==> src/rtl/sum_series_pkg.sv <==
// Shared encodings for the sum-series engines (state codes and mode select).
// Latency: n/a (constants only).
// Backpressure: n/a.
// Also used by the control path of the legacy fixed-width sum-to-N block, so
// these encodings must not be renumbered.
package sum_series_pkg;

   // Control FSM state codes
   localparam logic [1:0] IDLE = 2'b00;
   localparam logic [1:0] BUSY = 2'b01;
   localparam logic [1:0] DONE = 2'b10;

   // Term selection: linear series or series of squares
   localparam logic MODE_LIN = 1'b0;
   localparam logic MODE_SQR = 1'b1;

endpackage

==> src/rtl/sum_series_term.sv <==
// Term generator for the series accumulator: i or i*i, zero-extended.
// Latency: combinational.
// Backpressure: none, pure function of its inputs.
// Ports:
//   i    in  N_W    current index
//   mode in  1      MODE_LIN -> i, MODE_SQR -> i*i
//   term out 2*N_W  selected term; i*i always fits in 2*N_W bits
module sum_series_term
   import sum_series_pkg::*;
#(
   parameter int N_W = 4
) (
   input  logic [N_W-1:0]   i,
   input  logic             mode,
   output logic [2*N_W-1:0] term
);

   logic [2*N_W-1:0] i_ext;

   assign i_ext = {{N_W{1'b0}}, i};

   always_comb begin
      term = i_ext;
      if (mode == MODE_SQR) begin
         term = i_ext * i_ext;
      end
   end

endmodule

==> src/rtl/sum_series_acc.sv <==
// Sum-series engine: sum of i or i^2 for i = 1..n, one term per clock, saturating.
// Latency: n cycles from acceptance to out_valid (1 cycle when n==0).
// Backpressure: in_ready only in IDLE; result held in DONE until out_ack.
// Ports:
//   clk, reset_n          clock, async active-low reset
//   in_valid/in_ready     request handshake; n and mode captured on accept
//   abort                 cancels a computation in BUSY, partial sum kept
//   out_valid/out_ack     result handshake; sum/overflow frozen while valid
//   sum, overflow         saturating result and sticky saturation flag
module sum_series_acc
   import sum_series_pkg::*;
#(
   parameter int N_W   = 4,
   parameter int SUM_W = 8
) (
   input  logic             clk,
   input  logic             reset_n,
   input  logic             in_valid,
   output logic             in_ready,
   input  logic [N_W-1:0]   n,
   input  logic             mode,
   input  logic             abort,
   output logic             out_valid,
   input  logic             out_ack,
   output logic [SUM_W-1:0] sum,
   output logic             overflow
);

   if (SUM_W < 2*N_W) begin : g_bad_width
      $error("sum_series_acc: SUM_W must be at least 2*N_W");
   end

   logic [1:0]       state_q, state_d;
   logic [N_W-1:0]   i_q,     i_d;
   logic             mode_q,  mode_d;
   logic [SUM_W-1:0] sum_q,   sum_d;
   logic             ovf_q,   ovf_d;

   logic [2*N_W-1:0] term;
   logic [SUM_W:0]   add;

   sum_series_term #(
      .N_W (N_W)
   ) u_term (
      .i    (i_q),
      .mode (mode_q),
      .term (term)
   );

   // One extra bit so the carry-out flags saturation directly
   always_comb begin
      add = {1'b0, sum_q} + {1'b0, SUM_W'(term)};
   end

   always_comb begin
      state_d = state_q;
      i_d     = i_q;
      mode_d  = mode_q;
      sum_d   = sum_q;
      ovf_d   = ovf_q;
      case (state_q)
         IDLE: begin
            if (in_valid) begin
               i_d     = n;
               mode_d  = mode;
               sum_d   = '0;
               ovf_d   = 1'b0;
               state_d = BUSY;
            end
         end
         BUSY: begin
            if (abort) begin
               state_d = IDLE;
            end else if (i_q == '0) begin
               // Zero-length request: one pass with nothing to add, which
               // keeps its result latency at one cycle.
               state_d = DONE;
            end else begin
               // Once saturated, sum is all-ones and any further term
               // (always >= 1 here) carries out again, so it stays pinned.
               if (add[SUM_W]) begin
                  sum_d = '1;
                  ovf_d = 1'b1;
               end else begin
                  sum_d = add[SUM_W-1:0];
               end
               i_d = i_q - N_W'(1);
               if (i_q == N_W'(1)) begin
                  state_d = DONE;
               end
            end
         end
         DONE: begin
            if (out_ack) begin
               state_d = IDLE;
            end
         end
         default: begin
            state_d = IDLE;
         end
      endcase
   end

   always_ff @(posedge clk or negedge reset_n) begin
      if (!reset_n) begin
         state_q <= IDLE;
         i_q     <= '0;
         mode_q  <= MODE_LIN;
         sum_q   <= '0;
         ovf_q   <= 1'b0;
      end else begin
         state_q <= state_d;
         i_q     <= i_d;
         mode_q  <= mode_d;
         sum_q   <= sum_d;
         ovf_q   <= ovf_d;
      end
   end

   assign in_ready  = (state_q == IDLE);
   assign out_valid = (state_q == DONE);
   assign sum       = sum_q;
   assign overflow  = ovf_q;

endmodule
==> config.mk <==
export PLATFORM = sky130hd
export DESIGN_NAME = sum_series_acc
export DESIGN_NICKNAME = d
export VERILOG_FILES = /design/src/rtl/sum_series_pkg.sv /design/src/rtl/sum_series_term.sv /design/src/rtl/sum_series_acc.sv
export SDC_FILE = /design/constraint.sdc
export NUM_CORES = 1
export LEC_CHECK = 0
export CORE_ASPECT_RATIO = 0.9
export CORE_MARGIN = 8
export CORE_UTILIZATION = 60
export CTS_CLUSTER_SIZE = 30
export DETAILED_ROUTE_END_ITERATION = 7
export DONT_BUFFER_PORTS = 1
export PLACE_DENSITY = 0.76
export SLEW_MARGIN = 20
export SYNTH_ARGS = -nofsm -noshare
export SYNTH_HDL_FRONTEND = slang
export SYNTH_SLANG_ARGS = --single-unit
export TNS_END_PERCENT = 30
==> constraint.sdc <==
create_clock -name clk -period 3.2 [get_ports clk]
set_input_delay 0.96 -clock clk [delete_from_list [all_inputs] [get_ports clk]]
set_output_delay 0.96 -clock clk [all_outputs]
set_load 0.02 [all_outputs]
==> qor.yml, run 1 <==
timing:
  fmax_mhz: 337.3
  maxSlewHeadroom_pct: 64.28
  setup_viol: 0
  skew_ns: 0.007654
  fin_crit_sh_pct: 92.65
  tightestPinTransition_ns: 0.5338
  maxSlewViolCount: 0
  tns_ns: 0
  fin_ws_ns: 0.2353
  hold_slack_ns: 0.3381
  min_period_ns: 2.965
  hold_viol: 0
cts:
  tritoncts: "built"
  clkLatencyLatePin_ns: 0.30
  cts_setup_buffers: 0
  cts_sinks: 16
  numCtsBuffers: 3
  cts_resized: 0
  clockBufferDepth: 2
  cts-root-buf: "clkbuf_4"
  clk_pin_slew_worst_paths_ns: 0.11
  hold_buffers: 0
  htree_levels: 1
die:
  coreArea_um2: 2162
  die_area_um2: 4040
  rows: 16
  die_w_um: 66.12
  io_pins: 21
  start_util_pct: 62.73
  fp.dieH_um: 61.11
power_and_ir_drop:
  power_density_nw_per_um2: 1132
  vdd_drop_max_v: 0.0006643
  p_leak_nw: 0.6971
route:
  drt_first_iter_violations: 86
  wirelength_um: 3263
  wl_per_cell_um: 16.82
  via_count: 1172
  drtPass1Iterations: 4
  drc: 0
  routed_via_density: 6.041
  ant_nets: 0
placement:
  dpl-instance-area_um2: 1415
  hpwl_um: 2470
  pre_cts_slack_ns: 0.2259
  gp_congestion: 0.9097
  dp_cells: 190
  port_buffers: 0
flow_run:
  cap_violations: 0
yosys:
  syn_area_um2: 1356
  synth_fa_ha_area_share_pct: 16.79
  postSynthAreaPerCell_um2: 8.424
  synth_top_family_by_area: "compound AO/OA/AOI/OAI gates"
  synth_top_area_share_pct: 29.52
  synthSimpleGateAreaFrac_pct: 18.08
  synth_xor_area_share_pct: 3.875
  syn_nets: 188
  ys_seq_elements: 16
  synth_compound_area_share_pct: 25.09
  synthTopCellsByArea: "dfrtp_1 (30%), ha_1 (14%), a21oi_1 (7.0%)"
  synth_mux_area_share_pct: 2.399
  synth_top_area_cell: "dfrtp_1"
  synth_cell_types: 36
  synth_warnings: 0
  synthCells: 161
  yosysSeqAreaShare_pct: 29.52
setup_path:
  slowest_stage: "a211oi_1"
  critPathRequiredTime_ns: 3.42
  critPathCaptureType: "register"
  reg2reg_slack_ns: 0.24
  r2r_end: "sum[7]"
  cp-endpoint: "sum[7]"
  worst-path-max-fanout: 4
  reg2reg_depth: 12
  crit_type: "register to register"
  cp-startpoint: "i_q[2]"
  critPathMaxStageDelay_ns: 0.49
  crit_arrival_ns: 3.18
  worstReg2RegStart: "i_q[2]"
  cp_cell_sequence: "nand2_1 > nor2_2 > inv_1 > fa_1 > xnor2_1 > and2_1 > ha_1 > a211oi_1 > o21bai_1 > a21oi_1 > o211ai_1 > a31oi_1"
  start_kind: "register"
grt:
  grt_pass1_vias: 1103
  antenna_found_initial: 0
  track_usage_pct: 17.11
  gr-total-overflow: 0
  grt_start_max_net_pins: 17
  grt_pass1_wl_um: 5271
layout:
  area_delta_synth_final_pct: 7.749
  instances_no_fill: 194
  drive_above_1_share_pct: 10.18
  antenna_cells: 0
  final_cell_area_um2: 1461
  final_nets: 195
hold_path:
  min_path_type: "input port to asynchronous set/reset pin"
outcome:
  outcome: "finished, final reports clean"
-- synthesized netlist by cell type --
| cell | n |
|---|---|
| ha_1 | 15 |
| a31oi_1 | 4 |
| inv_1 | 12 |
| mux2_1 | 1 |
| o211ai_1 | 4 |
| a211oi_1 | 1 |
| a22oi_1 | 1 |
| or3_1 | 1 |
| and3_1 | 1 |
| nor3_1 | 3 |
| o21a_1 | 3 |
| xnor2_1 | 6 |
| buf_2 | 1 |
| nor2_2 | 1 |
| a21o_1 | 4 |
| a211o_1 | 2 |
| a21oi_1 | 19 |
| o21ai_0 | 2 |
| a211oi_4 | 1 |
| nor3b_1 | 1 |
| a21oi_2 | 1 |
| nor2_1 | 13 |
| nand2b_1 | 3 |
| dfrtp_1 | 16 |
| o21ai_1 | 7 |
| clkbuf_1 | 2 |
| mux2_2 | 1 |
| and2_1 | 7 |
| fa_1 | 2 |
| a2111oi_0 | 1 |
| mux2i_1 | 1 |
| nand3_1 | 3 |
| nand2_1 | 14 |
| o21bai_1 | 2 |
| a21boi_1 | 1 |
| nor2b_1 | 4 |
-- state kept, by name, summed over array words and instances (netlist names) --
signal,flops
overflow,1
sum,8
i_q,4
state_q,2
mode_q,1
-- critical path: cells and delay by family, from the launching register on --
kind            cells  cell delay [ns]
fa+ha+maj           2             0.77
simple gates        3             0.36
buf+inv             1             0.07
xor+xnor            1             0.14
compound gates      5             1.09
flops               1             0.44
-- power by group --
group | leakage [nW] | internal [mW] | switching, mW | total (mW)
Combinational | 0.473 | 0.453 | 0.612 | 1.06
Sequential | 0.203 | 0.291 | 0.157 | 0.448
Clock | 0.0210 | 0.0694 | 0.0724 | 0.142
-- how the worst min path moves through the flow --
stage	slack, ns	cells after the start	start	endpoint
after floorplan	0.57	3	i_q[2]	state_q[1]
after global placement	0.62	2	overflow	overflow
after detailed placement	0.63	2	overflow	overflow
after CTS	0.34	0	reset_n	state_q[1]
after global routing	0.32	0	reset_n	sum[6]
final	0.34	0	reset_n	state_q[1]
-- final cells by class --
cell class                 instances  area [um^2]
clock buffer                       4        36.28
fill                             177        700.7
sequential                        16        401.6
multi-input combinational        130        907.1
tap                               27        33.78
timing repair buffer               5        37.54
inverter                          12        45.04
-- routing by layer --
layer  GRT usage (%)  wire, um  up-vias
met5               0         0        -
met4           5.471        27        0
met3           4.182       247        4
met2           26.96      1507       41
met1           22.47      1480      551
li1                -         -      576
-- cell usage in the layout (no fill, tap or decap), drive strengths merged, types with 5 or more instances in the layout --
cell type / count
a21oi: 20
and2: 7
buf: 5
dfrtp: 16
ha: 15
inv: 12
nand2: 14
nor2: 14
o21ai: 9
xnor2: 6
-- metrics by stage --
stage	util, %	power [mW]
after floorplan	-	1.246
after global placement	65.45	1.453
after detailed placement	65.45	1.484
after CTS	67.13	1.632
after global routing	67.59	1.799
final	67.59	1.654
-- cell families (layout without fill, tap and decap cells) --
kind of cell / Yosys count / in the layout
compound gates: 53 / 53
simple gates: 51 / 51
xor+xnor: 6 / 6
fa+ha+maj: 17 / 17
flops: 16 / 16
buf+inv: 15 / 21
mux: 3 / 3
No activity file was read; power rests on OpenSTA's default activity.
==> run 2: changes to the inputs <==
Settings changed: CORE_UTILIZATION 60 to 56, PLACE_DENSITY 0.76 to 0.74.
Clock period 3.2 ns to 2.5 ns, I/O delays scaled along.
==> qor.yml, run 2 (synthesis results as in run 1) <==
power_and_ir_drop:
  switching_share_pct: 48.79  # -2.1 points
  p_leak_nw: 0.7429  # +6.6%
  power_density_nw_per_um2: 1488  # +32%
  switchingPower_mw: 1.161  # +38%
  seq_power_share_pct: 24.3  # -2.8 points
  p_clk_share_pct: 7.7  # -0.9 points
  total_power_mw: 2.380  # +44%
  internal-power_mw: 1.219  # +50%
  comb_power_share_pct: 68.0  # +3.6 points
  vdd_drop_max_v: 0.0008681  # +31%
timing:
  fin_ws_ns: -0.1181  # -0.3533 ns
  maxSlewViolCount: 0  # unchanged
  tightestPinTransition_ns: 0.4751  # -0.05865 ns
  skew_ns: 0.004813  # -0.002842 ns
  min_period_ns: 2.618  # -0.3467 ns
  fmax_mhz: 382.0  # +13%
  setup_viol: 9  # +9
  rsz0062_at_grt: "yes"
  hold_viol: 0  # unchanged
  hold_slack_ns: 0.1271  # -0.2110 ns
  maxSlewHeadroom_pct: 68.26  # +4.0 points
  fin_crit_sh_pct: 104.7  # +12 points
setup_path:
  crit_type: "register to register"
  crit_arrival_ns: 2.84  # -0.34 ns
  critPathMaxStageDelay_ns: 0.44  # -0.05 ns
  timing.critical_path.buf_inv: 2  # +1
  critPathRequiredTime_ns: 2.72  # -0.70 ns
  crit_top_cell: "inv_1"
  worst-path-max-fanout: 4  # unchanged
  slowest_stage: "dfrtp_1"
  cpLargestDelayFamily: "compound AO/OA/AOI/OAI gates"
  cp_cell_sequence: "nand2_1 > nor2_2 > inv_1 > fa_2 > inv_1 > a21o_1 > a21oi_2 > xnor2_1 > and2_4 > ha_4 > o21ai_0 > o21bai_1 > a21oi_1 > o211ai_1 > a31oi_1"
  start_kind: "register"
  critPathCaptureType: "register"
route:
  ant_nets: 0  # unchanged
  wl_per_cell_um: 16.54  # -1.7%
  drt_first_iter_violations: 60  # -30%
  via_count: 1200  # +2.4%
  drc: 0  # unchanged
  routed_via_density: 5.911  # -2.2%
  drtPass1Iterations: 4  # unchanged
  wirelength_um: 3358  # +2.9%
die:
  start_util_pct: 56.93  # -5.8 points
  coreArea_um2: 2382  # +10%
  io_pins: 21  # unchanged
  die_area_um2: 4255  # +5.3%
  rows: 17  # +1
  die_w_um: 67.88  # +2.7%
  fp.dieH_um: 62.69  # +2.6%
flow_run:
  cap_violations: 0  # unchanged
grt:
  busiest_layer: "met2"
  track_usage_pct: 17.27  # +0.15 points
  antenna_found_initial: 0  # unchanged
  grt_pass1_wl_um: 5685  # +7.9%
  use_met1_pct: 22.48  # about the same
  gr-total-overflow: 0  # unchanged
  gr-usage-met3_pct: 4.659  # +0.48 points
  grt_start_max_net_pins: 17  # unchanged
  grt_use_met2_pct: 25.80  # -1.2 points
  grt_pass1_vias: 1226  # +11%
cts:
  clkLatencyLatePin_ns: 0.30  # about the same
  clockBufferDepth: 2  # unchanged
  cts-root-buf: "clkbuf_4"
  clk_pin_slew_worst_paths_ns: 0.11  # about the same
  cts_sinks: 16  # unchanged
  tritoncts: "built"
  numCtsBuffers: 3  # unchanged
  htree_levels: 1  # unchanged
outcome:
  violations: "negative setup slack"
  outcome: "finished, violations left"
layout:
  final_cell_mix: "a21oi_1 (16), dfrtp_1 (15), nand2_1 (14), buf_4 (13)"
  antenna_cells: 0  # unchanged
  fillers: 198  # +12%
  final_cell_area_um2: 1599  # +9.4%
  largest_reg_flops: 8  # unchanged
  area_delta_synth_final_pct: 17.90
  drive_above_1_share_pct: 21.71  # +12 points
  final_common_cell: "a21oi_1"
  multi_input_area_um2: 983.4  # +8.4%
  final_nets: 203  # +4.1%
  final_core_utilization_pct: 67.12  # -0.47 points
  regArea_um2: 401.6  # unchanged
placement:
  hpwl_um: 2538  # +2.7%
  port_buffers: 0  # unchanged
  gp_congestion: 0.9043  # -0.59%
  dpl-instance-area_um2: 1510  # +6.7%
hold_path:
  min_path_type: "input port to asynchronous set/reset pin"
## run 2: per-stage QoR
step | setup TNS, ns | cells | setup slack, ns
after CTS | -0.3247 | 202 | -0.06413
after floorplan | -0.03147 | 161 | -0.01297
after global routing | -2.359 | 203 | -0.2902
after detailed placement | -0.8050 | 198 | -0.1405
after global placement | -0.5058 | 198 | -0.1104
final | -0.5826 | 203 | -0.1181
## run 2: layout make-up
type | instances | share of cell area [%]
Sequential cell | 16 | 25.12
Timing Repair Buffer | 13 | 6.103
Multi-Input combinational cell | 130 | 61.50
Tap cell | 28 | 2.191
Clock buffer | 4 | 2.269
Inverter | 12 | 2.817
## run 2: worst reg2reg max path: stages, from the launching register on
cell and delay, ns:
dfrtp_1 0.44, nand2_1 0.09, nor2_2 0.14, inv_1 0.06, fa_2 0.35, inv_1 0.06, a21o_1 0.13, a21oi_2 0.06
xnor2_1 0.16, and2_4 0.18, ha_4 0.21, o21ai_0 0.09, o21bai_1 0.11, a21oi_1 0.16, o211ai_1 0.11, a31oi_1 0.20
## run 2: routing by layer
metal / routed length [um] / vias to the layer above / part of all wire [%]
li1: - / 590 / -
met1: 1539 / 566 / 46
met2: 1509 / 35 / 45
met3: 233 / 9 / 6.9
met4: 76 / 0 / 2.3
met5: 0 / - / 0
## run 2: path summary, 6_finish.rpt
kind | startpoint | to | slack, ns | depth (start not counted)
max | i_q[2] | sum[7] | -0.12 | 15
min | reset_n | sum[3] | 0.13 | 0
max reg2reg | i_q[2] | sum[7] | -0.12 | 15
min reg2reg | i_q[3] | i_q[3] | 0.59 | 2
max in group asynchronous | reset_n | i_q[0] | 2.29 | 0
min in group clk | mode | mode_q | 0.58 | 1
## run 2: power groups by stage
stage,combinational (mW),sequential [mW],clock (mW)
6_report,1.62,0.577,0.184
2_1_floorplan,1.12,0.555,0
5_1_grt,1.81,0.591,0.194
3_3_place_gp,1.48,0.568,0
3_5_place_dp,1.51,0.576,0
4_1_cts,1.59,0.577,0.187
## run 2: timing repair
| action | 4_1_cts | 5_1_grt |
|---|---|---|
| buffers inserted | 0 | 1 |
| gates resized for setup | 9 | 0 |
| hold buffers | 0 | 0 |
| endpoints found under the hold margin | 0 | 0 |
| endpoints found under the setup margin | 9 | 9 |
| pin swaps | 6 | 1 |
| gates cloned | 0 | 0 |
==> run 3: changes to the inputs <==
Settings changed: CORE_UTILIZATION 56 to 25, GPL_TIMING_DRIVEN from default to 0, PLACE_DENSITY 0.74 to default.
==> qor.yml, run 3 (synthesis results as in run 1) <==
outcome:
  outcome: "finished, violations left"
  violations: "negative setup slack"
route:
  drc: 0  # unchanged
  routed_via_density: 4.872  # -18%
  drtPass1Iterations: 4  # unchanged
  via_count: 1184  # -1.3%
  drt_first_iter_violations: 49  # -18%
  ant_nets: 0  # unchanged
  wirelength_um: 3696  # +10%
  wl_per_cell_um: 15.21  # -8.1%
setup_path:
  crit_arrival_ns: 2.82  # -0.02 ns
  critPathRequiredTime_ns: 2.67  # -0.05 ns
  cp-startpoint: "i_q[0]"
  slowest_stage: "dfrtp_2"
  crit_type: "register to register"
  reg2reg_depth: 14  # -1
  start_kind: "register"
  worst-path-max-fanout: 7  # +3
  cp-endpoint: "sum[3]"
  cpLargestDelayFamily: "adder cells"
  cp_cell_sequence: "ha_4 > inv_2 > fa_2 > inv_2 > a21o_1 > a21oi_2 > xnor2_1 > and2_4 > ha_4 > o21a_1 > nand2_2 > a21oi_4 > nor2_4 > a31oi_1"
  worstReg2RegStart: "i_q[0]"
  crit_cells: 14  # -1
  critPathCaptureType: "register"
  timing.critical_path.buf_inv: 2  # unchanged
  reg2reg_slack_ns: -0.14  # -0.02 ns
  r2r_end: "sum[3]"
  critPathMaxStageDelay_ns: 0.47  # +0.03 ns
placement:
  pre_cts_slack_ns: -0.2981  # -0.1576 ns
  dp_cells: 228  # +15%
  gp_congestion: 0.7841  # -13%
  dpl-instance-area_um2: 1491  # -1.2%
  hpwl_um: 2634  # +3.8%
  port_buffers: 0  # unchanged
layout:
  final_cell_area_um2: 1720  # +7.6%
  multi_input_area_um2: 1025  # +4.2%
  final_core_utilization_pct: 32.74  # -34 points
  antenna_cells: 0  # unchanged
  final_nets: 204  # +0.49%
  area_delta_synth_final_pct: 26.84
  fillers: 559  # +180%
  final_common_cell: "a21oi_1"
  drive_above_1_share_pct: 25.00  # +3.3 points
  regArea_um2: 402.9  # +0.31%
  instances_no_fill: 243  # +20%
  final_cell_mix: "a21oi_1 (16), dfrtp_1 (14), nand2_1 (12)"
  largest_reg_flops: 8  # unchanged
timing:
  maxSlewHeadroom_pct: 65.37  # -2.9 points
  rsz0062_at_grt: "yes"
  fin_ws_ns: -0.1421  # -0.02409 ns
  fin_crit_sh_pct: 105.7  # +0.96 points
  skew_ns: 0.002286  # -0.002526 ns
  min_period_ns: 2.642  # +0.02409 ns
  maxSlewViolCount: 0  # unchanged
  fmax_mhz: 378.5  # -0.91%
  hold_viol: 0  # unchanged
  tightestPinTransition_ns: 0.5175  # +0.04236 ns
  hold_slack_ns: 0.1829  # +0.05579 ns
  setup_viol: 9  # unchanged
  tns_ns: -0.9046  # -0.3221 ns
power_and_ir_drop:
  vdd_drop_max_v: 0.0006336  # -27%
  total_power_mw: 2.485  # +4.4%
  power_density_nw_per_um2: 1445  # -2.9%
  p_leak_nw: 0.7642  # +2.9%
die:
  start_util_pct: 25.81  # -31 points
  coreArea_um2: 5255  # +120%
  die_area_um2: 8041  # +89%
  fp.dieH_um: 85.88  # +37%
  rows: 25  # +8
  io_pins: 21  # unchanged
  die_w_um: 93.64  # +38%
grt:
  antenna_found_initial: 0  # unchanged
  track_usage_pct: 9.397  # -7.9 points
  grt_start_max_net_pins: 17  # unchanged
  grt_pass1_wl_um: 6037  # +6.2%
  grt_pass1_vias: 1221  # -0.41%
  gr-total-overflow: 0  # unchanged
cts:
  numCtsBuffers: 3  # unchanged
  cts-root-buf: "clkbuf_8"
  cts_sinks: 16  # unchanged
  clkLatencyLatePin_ns: 0.25  # -0.05 ns
  tritoncts: "built"
  htree_levels: 1  # unchanged
  clockBufferDepth: 2  # unchanged
  clk_pin_slew_worst_paths_ns: 0.07  # -0.04 ns
  hold_buffers: 0  # unchanged
hold_path:
  min_path_type: "input port to asynchronous set/reset pin"
flow_run:
  cap_violations: 0  # unchanged
==> run 3: cell count changes in the layout (fill, tap and decap cells not counted), sizes merged <==
cell,delta
clkbuf,+1
==> run 3: worst min-delay path by stage <==
stage	start	end	slack (ns)	cells past startpoint
floorplan	reset_n	i_q[0]	0.45	0
global placement	reset_n	overflow	0.46	0
detailed placement	reset_n	overflow	0.46	0
CTS	reset_n	sum[6]	0.18	0
global route	reset_n	i_q[0]	0.17	0
finish	reset_n	sum[6]	0.18	0
==> run 3: timing repair <==
action,in CTS,in global routing
resized for setup,18,4
setup buffers,9,2
endpoints found under the setup margin,9,9
pin swaps,9,8
==> run 3: metal layers <==
metal	GRT usage, %	wire (um)	up-vias
li1	-	-	599
met1	11.37	1724	559
met2	14.92	1702	20
met3	3.316	218	6
met4	3.453	51	0
met5	0	0	-
==> run 3: worst reg2reg max path, cell delays in order (launching register included) <==
cell and delay (ns):
dfrtp_2 0.47, ha_4 0.17, inv_2 0.04, fa_2 0.40, inv_2 0.06, a21o_1 0.12
a21oi_2 0.05, xnor2_1 0.12, and2_4 0.16, ha_4 0.28, o21a_1 0.17, nand2_2 0.08
a21oi_4 0.18, nor2_4 0.08, a31oi_1 0.18
==> run 3: power breakdown <==
group          switching (mW)  total (mW)  internal (mW)
Clock                   0.104       0.244          0.140
Combinational           0.858        1.63          0.773
Sequential              0.236       0.610          0.374
==> run 3: layout make-up <==
type / instances / share of cell area [%]
sequential: 16 / 23.42
timing repair buffer: 11 / 4.800
clock buffer: 4 / 3.200
tap: 67 / 4.873
multi-input combinational: 130 / 59.56
buffer: 3 / 1.382
inverter: 12 / 2.764
